## src/rtl/if_fetch.sv

```systemverilog
// Instruction-fetch stage: owns the PC, runs the instruction SRAM handshake and
// hands {ce, pc} plus the fetched word to ID, honouring MIPS branch delay slots.
module if_fetch #(
    parameter logic [31:0] RESET_PC = 32'hBFBF_FFFC,
    parameter int          STALL_W  = 6
) (
    input  logic               clk,
    input  logic               rst,
    input  logic [STALL_W-1:0] stall,
    input  logic [32:0]        br_bus,
    output logic               inst_sram_req,
    output logic [31:0]        inst_sram_addr,
    input  logic               inst_sram_addr_ok,
    input  logic               inst_sram_data_ok,
    input  logic [31:0]        inst_sram_rdata,
    output logic [32:0]        if_to_id_bus,
    output logic [31:0]        if_inst,
    output logic               stallreq_if
);

    localparam logic STOP = 1'b1;

    typedef enum logic [1:0] {
        S_IDLE = 2'd0,
        S_REQ  = 2'd1,
        S_WAIT = 2'd2,
        S_HOLD = 2'd3
    } state_t;

    state_t      state_r;
    logic [31:0] pc_r;
    logic        ce_r;
    logic [31:0] inst_r;
    logic [31:0] fetch_pc_r;
    logic        pend_br_r;
    logic [31:0] pend_addr_r;
    logic [31:0] hold_inst_r;
    logic        req_r;

    logic        br_e_s;
    logic [31:0] br_addr_s;
    logic        tgt_en_s;
    logic [31:0] tgt_s;
    logic        deliver_s;
    logic [31:0] deliver_inst_s;
    logic        stallreq_s;

    assign br_e_s    = br_bus[32];
    assign br_addr_s = br_bus[31:0];
    assign tgt_en_s  = pend_br_r | br_e_s;
    assign tgt_s     = pend_br_r ? pend_addr_r : br_addr_s;

    assign if_to_id_bus   = {ce_r, pc_r};
    assign if_inst        = inst_r;
    assign inst_sram_addr = fetch_pc_r;
    assign inst_sram_req  = req_r;
    assign stallreq_if    = stallreq_s;

    // Delivery decision, source of the delivered word, and IF stall request.
    always_comb begin
        deliver_s      = 1'b0;
        deliver_inst_s = inst_sram_rdata;
        stallreq_s     = 1'b0;
        case (state_r)
            S_REQ: begin
                stallreq_s = 1'b1;
            end
            S_WAIT: begin
                stallreq_s = ~inst_sram_data_ok;
                deliver_s  = inst_sram_data_ok & (stall[0] != STOP);
            end
            S_HOLD: begin
                deliver_s      = (stall[0] != STOP);
                deliver_inst_s = hold_inst_r;
            end
            default: begin
                deliver_s  = 1'b0;
                stallreq_s = 1'b0;
            end
        endcase
    end

    // PC/IF registers, pending-branch capture and the fetch handshake FSM.
    always_ff @(posedge clk or negedge rst) begin
        if (!rst) begin
            state_r     <= S_IDLE;
            pc_r        <= RESET_PC;
            ce_r        <= 1'b0;
            inst_r      <= 32'h0000_0000;
            fetch_pc_r  <= 32'h0000_0000;
            pend_br_r   <= 1'b0;
            pend_addr_r <= 32'h0000_0000;
            hold_inst_r <= 32'h0000_0000;
            req_r       <= 1'b0;
        end else begin
            // A branch seen while delivering means this word is its delay slot.
            if (deliver_s) begin
                pc_r       <= fetch_pc_r;
                ce_r       <= 1'b1;
                inst_r     <= deliver_inst_s;
                fetch_pc_r <= tgt_en_s ? tgt_s : (fetch_pc_r + 32'd4);
                pend_br_r  <= 1'b0;
            end else if (br_e_s && !pend_br_r) begin
                pend_br_r   <= 1'b1;
                pend_addr_r <= br_addr_s;
            end

            case (state_r)
                S_IDLE: begin
                    fetch_pc_r <= pc_r + 32'd4;
                    state_r    <= S_REQ;
                    req_r      <= 1'b1;
                end
                S_REQ: begin
                    if (inst_sram_addr_ok) begin
                        state_r <= S_WAIT;
                        req_r   <= 1'b0;
                    end
                end
                S_WAIT: begin
                    if (inst_sram_data_ok) begin
                        if (deliver_s) begin
                            state_r <= S_REQ;
                            req_r   <= 1'b1;
                        end else begin
                            hold_inst_r <= inst_sram_rdata;
                            state_r     <= S_HOLD;
                        end
                    end
                end
                S_HOLD: begin
                    if (deliver_s) begin
                        state_r <= S_REQ;
                        req_r   <= 1'b1;
                    end
                end
                default: begin
                    state_r <= S_IDLE;
                    req_r   <= 1'b0;
                end
            endcase
        end
    end

endmodule

```

## config.mk

```make
export PLATFORM = sky130hd
export DESIGN_NAME = if_fetch
export DESIGN_NICKNAME = d
export VERILOG_FILES = /design/src/rtl/if_fetch.sv
export SDC_FILE = /design/constraint.sdc
export NUM_CORES = 1
export LEC_CHECK = 0
export CORE_MARGIN = 4
export CORE_UTILIZATION = 30
export CTS_CLUSTER_DIAMETER = 80
export DETAILED_ROUTE_END_ITERATION = 6
export GPL_TIMING_DRIVEN = 0
export PLACE_DENSITY = 0.54
export SLEW_MARGIN = 20
export SYNTH_ARGS = -nofsm -noshare
export SYNTH_HDL_FRONTEND = slang
export SYNTH_SLANG_ARGS = --single-unit
export TNS_END_PERCENT = 30
```

## constraint.sdc

```tcl
create_clock -name clk -period 2.2 [get_ports clk]
set_input_delay 0.44 -clock clk [delete_from_list [all_inputs] [get_ports clk]]
set_output_delay 0.44 -clock clk [all_outputs]
set_load 0.005 [all_outputs]
```

==> flow_metrics.py, run 1 <==
metrics = {
    "synthesis": {
        "synth_ff_type": "dfrtp_1",
        "synth_seq_area_share_pct": 48.49,
        "synth_xor_area_share_pct": 2.652,
        "synth_area_um2": 8587,
        "synth-adder-area-share_pct": 0.8743,
        "synth-seq-cells": 165,
        "synth_compound_area_share_pct": 14.38,
        "synth_edf_count": 0,
        "yosysWarnings": 0,
        "synth_largest_area_cell": "dfrtp_1",
        "synth_top_area_share_pct": 39.92,
        "synthMuxAreaShare_pct": 13.19,
        "syn_inst": 867,
        "synth_area_leaders": "dfrtp_1 (40%), dfstp_2 (8.6%), mux2_2 (8.3%)",
        "syn-num-nets": 948,
        "yosysUniqueCellTypes": 61,
        "syn_avg_cell_area_um2": 9.904,
        "synth-simple-area-share_pct": 16.92,
        "synth_async_sr_flop_share_pct": 100.0,
        "synth_top_family_by_area": "simple AND/OR/NAND/NOR gates",
    },
    "clock_network": {
        "clkTransAtPathRegs_ns": 0.08,
        "htreeDepth": 4,
        "hold_buffers": 0,
        "cts_root_buf": "clkbuf_16",
        "cts.sinks": 165,
        "cts-buffers-inserted": 17,
        "cts_tree": "done",
        "clock_path_buffers": 2,
        "clk_latency_ns": 0.43,
    },
    "global_routing": {
        "grt_pass1_wl_mm": 46.45,
        "first_global_vias": 7581,
        "grt_usage_pct": 19.40,
        "grt_overflow": 0,
        "antenna_found_initial": 4,
        "grt_start_max_net_pins": 85,
    },
    "layout": {
        "drive_above_1_share_pct": 23.15,
        "final_util_pct": 42.87,
        "area_growth_pct": 39.84,
        "fin_nets": 1161,
        "fillCellCount": 2770,
        "antenna_cells": 0,
        "final_cells": 1471,
    },
    "worst_hold_path": {
        "hp-class": "in -> async",
    },
    "detailed_routing": {
        "viasPerCell": 5.300,
        "remaining_drc_errors": 0,
        "ant_nets": 0,
        "drt_wl_total_mm": 30.99,
        "drtIter0Drc": 736,
        "routedWlPerCell_um": 21.07,
        "vias": 7797,
        "first_pass_iters": 5,
    },
    "flow_run": {
        "maxCapViolCount": 0,
    },
    "pwr": {
        "vdd_drop_max_v": 0.0005563,
        "switching_power_uw": 6443,
        "p_int_uw": 10360,
        "p_per_area_nw_per_um2": 1399,
        "clkPwrFrac_pct": 19.2,
        "pwr-share-seq_pct": 36.6,
        "p_leak_uw": 0.004893,
        "power_frac_comb_pct": 44.1,
        "power_switching_share_pct": 38.34,
    },
    "critical_path": {
        "cp_data_arrival_time_ns": 2.58,
        "startpoint_type": "flip-flop",
        "end_kind": "flip-flop",
        "required_ns": 2.54,
        "critPathMaxFanout": 7,
        "crit_type": "reg -> reg",
    },
    "placed_design": {
        "portBuffers": 167,
        "dpl.cell_count": 1413,
        "dp_slack_ns": -1.146,
        "hpwlAfterDp_mm": 21.88,
        "gp_congestion": 0.9120,
    },
    "sta": {
        "fmax_mhz": 444.6,
        "rsz0062_at_grt": "true",
        "setup_ws_ns": -0.04907,
        "finalMaxSlewViolations": 0,
        "max_slew_margin_pct": 43.17,
        "final-hold-violation-count": 3,
        "worstMarginPinSlew_ns": 0.8525,
        "whs_ns": -0.02497,
        "finalCritPeriodShare_pct": 102.2,
        "worst_clock_skew_ns": 0.01604,
        "setup_viol_count_final": 1,
        "period_minus_slack_ns": 2.249,
    },
    "die": {
        "die_h_um": 177.2,
        "die_area_um2": 31390,
        "top_level_ports": 174,
        "initial_core_util_pct": 30.66,
        "fp.coreArea_um2": 28010,
        "fp.dieW_um": 177.2,
        "rows": 61,
    },
    "outcome": {
        "violations": "negative hold slack, negative setup slack",
        "outcome": "complete, but fails checks",
    },
}
cell type report:
type | count | area (µm²) | area share [%]
flip-flops and latches | 165 | 4183 | 34.83
clock buffers | 17 | 425.4 | 3.543
inverters | 19 | 71.32 | 0.5939
plain buffers | 52 | 335.3 | 2.793
repair buffers | 197 | 1921 | 15.99
multi-input cells | 628 | 4408 | 36.71
well taps | 378 | 473.0 | 3.939
clock inverters | 15 | 191.4 | 1.594
worst max-delay path, cell delays in order (launching register included):
cell     delay, ns
dfrtp_2       0.50
nand3_4       0.15
or4_4         0.55
buf_6         0.16
nor4_4        0.27
mux2_4        0.33
a22oi_1       0.19
path summary, 6_finish.rpt:
kind	from	end	slack (ns)	depth (start not counted)
worst max-delay path	inst_sram_addr[13]$_DFFE_PN0P_	inst_sram_addr[27]$_DFFE_PN0P_	-0.05	6
worst min-delay path	rst	pc_r[30]$_DFFE_PN0P_	-0.02	1
worst max register to register	inst_sram_addr[13]$_DFFE_PN0P_	inst_sram_addr[27]$_DFFE_PN0P_	-0.05	6
worst min register to register	ce_r$_DFFE_PN0P_	ce_r$_DFFE_PN0P_	0.47	1
max in group asynchronous	rst	hold_inst_r[11]$_DFFE_PN0P_	1.36	2
min in group clk	ce_r$_DFFE_PN0P_	ce_r$_DFFE_PN0P_	0.47	1
per-layer routing:
layer / track usage, % / wire length, µm / part of all wire [%]
met1: 25.54 / 12840 / 41
met2: 30.68 / 14320 / 46
met3: 6.623 / 3033 / 9.8
met4: 5.093 / 739 / 2.4
met5: 0 / 54 / 0.17
cell families after synthesis:
family,after synthesis
XOR/XNOR,26
buffers and inverters,75
AND/OR/NAND/NOR,299
adder cells (fa/ha/maj),6
multiplexers,105
flip-flops,165
AO/OA/AOI/OAI,191
sequential cells by signal, summed over array words and instances (netlist names):
name,flops
hold_inst_r,32
ce_r,1
pc_r,32
inst_sram_req,1
pend_addr_r,32
pend_br_r,1
state_r,2
inst_sram_addr,32
if_inst,32
power groups by stage:
stage                     Sequential (µW)  Combinational, µW  Clock [µW]
after floorplan                      5780               3590           0
after global placement               6060               6710           0
after detailed placement             6090               6810           0
after CTS                            6120               7040        3280
after global routing                 6380               8070        3420
final                                6160               7420        3230
cell usage in the layout (no fill, tap or decap), types with 14 or more instances in the layout:
cell type        count
nand3_1             24
buf_4               38
clkbuf_16           17
xor2_1              15
inv_1               18
a22oi_1             15
nor3_1              16
nor2_1              35
dfrtp_2             15
dfstp_2             28
o21ai_0             67
clkbuf_2            14
mux2_2              63
a21oi_1             31
clkdlybuf4s50_1    165
nand4_1             18
nand2_1            144
dfrtp_1            122
mux2i_1             40
cells in the mapped netlist, types with 11 or more instances:
library cell,number
nor3_1,16
nand3_1,29
buf_2,12
xor2_1,15
inv_1,19
nand4_1,18
nand2_1,147
xnor2_1,11
mux2_2,63
clkbuf_1,34
dfstp_2,28
a22oi_1,15
a221o_1,11
nor2_1,35
a21oi_1,32
dfrtp_1,137
mux2i_1,40
o21ai_0,68
metrics by stage:
stage / hold WS, ns / power, µW / TNS (ns) / instance area (µm²)
after floorplan: 0.1444 / 9367 / -0.02180 / 8596
after global placement: 0.4578 / 12770 / -1154.40 / 10740
after detailed placement: 0.4574 / 12900 / -110.68 / 10770
after CTS: 0.02283 / 16440 / -0.4702 / 11660
after global routing: 0.03408 / 17870 / -0.2875 / 12010
final: -0.02497 / 16800 / -0.04907 / 12010
timing repair:
item	4_1_cts	5_1_grt
setup endpoints to repair	133	117
gates resized for setup	73	66
cloned	0	1
pin swaps	5	6
buffers inserted	7	22
Power figures use the tool's default switching activity.
==> run 2, diff against run 1 <==
--- a/config.mk
+++ b/config.mk
@@ -5,12 +5,14 @@
 export SDC_FILE = /design/constraint.sdc
 export NUM_CORES = 1
 export LEC_CHECK = 0
+export CELL_PAD_IN_SITES_DETAIL_PLACEMENT = 1
+export CELL_PAD_IN_SITES_GLOBAL_PLACEMENT = 2
 export CORE_MARGIN = 4
-export CORE_UTILIZATION = 30
+export CORE_UTILIZATION = 29
 export CTS_CLUSTER_DIAMETER = 80
 export DETAILED_ROUTE_END_ITERATION = 6
 export GPL_TIMING_DRIVEN = 0
-export PLACE_DENSITY = 0.54
+export PLACE_DENSITY = 0.77
 export SLEW_MARGIN = 20
 export SYNTH_ARGS = -nofsm -noshare
 export SYNTH_HDL_FRONTEND = slang
==> flow_metrics.py, run 2 (same netlist as run 1, synthesis figures left out) <==
metrics = {
    "layout": {
        "fin_nets": 1176,
        "fin_area_um2": 12230,
        "layout_common_cells": "clkdlybuf4s50_1 (165), nand2_1 (144), dfrtp_1 (122), o21ai_0 (67), mux2_2 (63)",
        "area_growth_pct": 42.46,
        "final_common_cell": "clkdlybuf4s50_1",
        "drive_above_1_share_pct": 25.09,
        "multi_input_area_um2": 4456,
        "fillCellCount": 3188,
        "seqCellArea_um2": 4183,
    },
    "clock_network": {
        "cts.sinks": 165,
        "clock_path_buffers": 2,
        "cts_tree": "done",
        "clk_latency_ns": 0.44,
        "htreeDepth": 4,
        "clkTransAtPathRegs_ns": 0.07,
        "cts_root_buf": "clkbuf_16",
        "cts-buffers-inserted": 17,
    },
    "detailed_routing": {
        "remaining_drc_errors": 0,
        "drtIter0Drc": 485,
        "drt_wl_total_mm": 33.76,
        "viasPerCell": 5.308,
        "routedWlPerCell_um": 22.58,
        "first_pass_iters": 5,
        "vias": 7935,
        "ant_nets": 0,
    },
    "critical_path": {
        "crit_type": "in -> reg",
        "required_ns": 2.50,
        "critPathMaxFanout": 10,
        "r2r_start": "inst_sram_addr[2]$_DFFE_PN0P_",
        "startpoint_type": "input port",
        "cp_data_arrival_time_ns": 2.48,
        "end_kind": "flip-flop",
        "cp-startpoint": "br_bus[32]",
    },
    "pwr": {
        "p_per_area_nw_per_um2": 1396,
        "vdd_drop_max_v": 0.0004940,
        "p_leak_uw": 0.005012,
    },
    "die": {
        "initial_core_util_pct": 29.68,
        "die_area_um2": 32430,
        "rows": 62,
        "fp.coreArea_um2": 28940,
        "fp.dieW_um": 180.1,
        "top_level_ports": 174,
        "die_h_um": 180.1,
    },
    "sta": {
        "max_slew_margin_pct": 42.96,
        "fmax_mhz": 458.8,
        "period_minus_slack_ns": 2.180,
        "setup_viol_count_final": 0,
        "final-hold-violation-count": 1,
        "rsz0062_at_grt": "true",
        "worst_clock_skew_ns": 0.01747,
        "finalCritPeriodShare_pct": 99.08,
        "worstMarginPinSlew_ns": 0.8556,
        "setup_ws_ns": 0.02027,
        "finalMaxSlewViolations": 0,
        "whs_ns": -0.001749,
    },
    "flow_run": {
        "maxCapViolCount": 0,
    },
    "outcome": {
        "outcome": "complete, but fails checks",
        "violations": "negative hold slack",
    },
    "global_routing": {
        "grt_start_max_net_pins": 90,
        "grt_overflow": 0,
        "grt_usage_pct": 20.08,
        "antenna_found_initial": 4,
        "grt_pass1_wl_mm": 50.46,
        "first_global_vias": 8012,
    },
    "placed_design": {
        "hpwlAfterDp_mm": 23.78,
        "portBuffers": 167,
        "dp_slack_ns": -1.293,
        "post_dp_cell_area_um2": 10780,
        "gp_congestion": 0.8367,
    },
    "worst_hold_path": {
        "hp-class": "in -> async",
    },
}
run 2: changes by cell type in the layout (fill, tap and decap cells not counted), moves of 2 or more:
cell / change
a21oi_2: +2
a211oi_1: -3
clkinv_2: -2
bufinv_16: -3
inv_8: +3
a211oi_2: +3
a21oi_1: -2
diode_2: +3
buf_4: +11
clkbuf_16: +2
buf_12: +4
run 2: repair_timing:
action,in CTS,in global routing
setup buffers,13,29
hold endpoints to repair,0,0
setup endpoints to repair,133,110
cloned,0,2
gates resized for setup,106,55
pin swaps,3,15
hold buffers,0,0
run 2: cell type report:
type | count | share of cell area, %
inverter | 19 | 0.5830
tap | 384 | 3.928
sequential | 165 | 34.19
antenna | 3 | 0.06137
clock inverter | 14 | 1.084
buffer | 53 | 3.181
timing repair buffer | 212 | 17.04
multi-input combinational | 627 | 36.42
clock buffer | 18 | 3.508
run 2: final timing paths:
kind	cells past startpoint	end	slack, ns
max	7	inst_sram_addr[11]$_DFFE_PN0P_	0.02
min	1	hold_inst_r[6]$_DFFE_PN0P_	-0.002
max reg2reg	6	inst_sram_addr[26]$_DFFE_PN0P_	0.04
min reg2reg	2	if_inst[31]$_DFFE_PN0P_	0.48
max in group asynchronous	2	inst_sram_addr[16]$_DFFE_PN0P_	1.30
min in group clk	2	if_inst[31]$_DFFE_PN0P_	0.48
run 2: power by group:
part	internal, µW	leakage, µW	switching [µW]
Combinational	4120	0.00279	3790
Clock	1510	0.000272	1490
Sequential	4690	0.00195	1490
Total	10300	0.00501	6760
run 2: critical path: stages:
cell             delay [ns]
clkdlybuf4s50_1        0.56
or2_2                  0.15
clkbuf_1               0.30
buf_2                  0.39
o21ai_0                0.15
a221oi_1               0.39
a21oi_1                0.08
run 2: routing by layer:
metal / up-vias / GRT usage (%) / routed length, µm
li1: 3606 / - / -
met1: 3988 / 26.03 / 14240
met2: 285 / 33.41 / 16040
met3: 50 / 5.834 / 2855
met4: 6 / 4.628 / 601
met5: - / 0 / 29
run 2: through the flow:
stage | instances | hold slack [ns] | TNS (ns) | util, % | total power (µW)
2_1_floorplan | 867 | 0.1444 | -0.02180 | - | 9367
3_3_place_gp | 1418 | 0.4554 | -1160.78 | 37.14 | 12850
3_5_place_dp | 1419 | 0.4630 | -123.37 | 37.26 | 13070
4_1_cts | 1463 | 0.01313 | -0.3227 | 40.69 | 16620
5_1_grt | 1492 | 0.04170 | -0.5505 | 42.25 | 18240
6_report | 1495 | -0.001749 | 0 | 42.28 | 17080
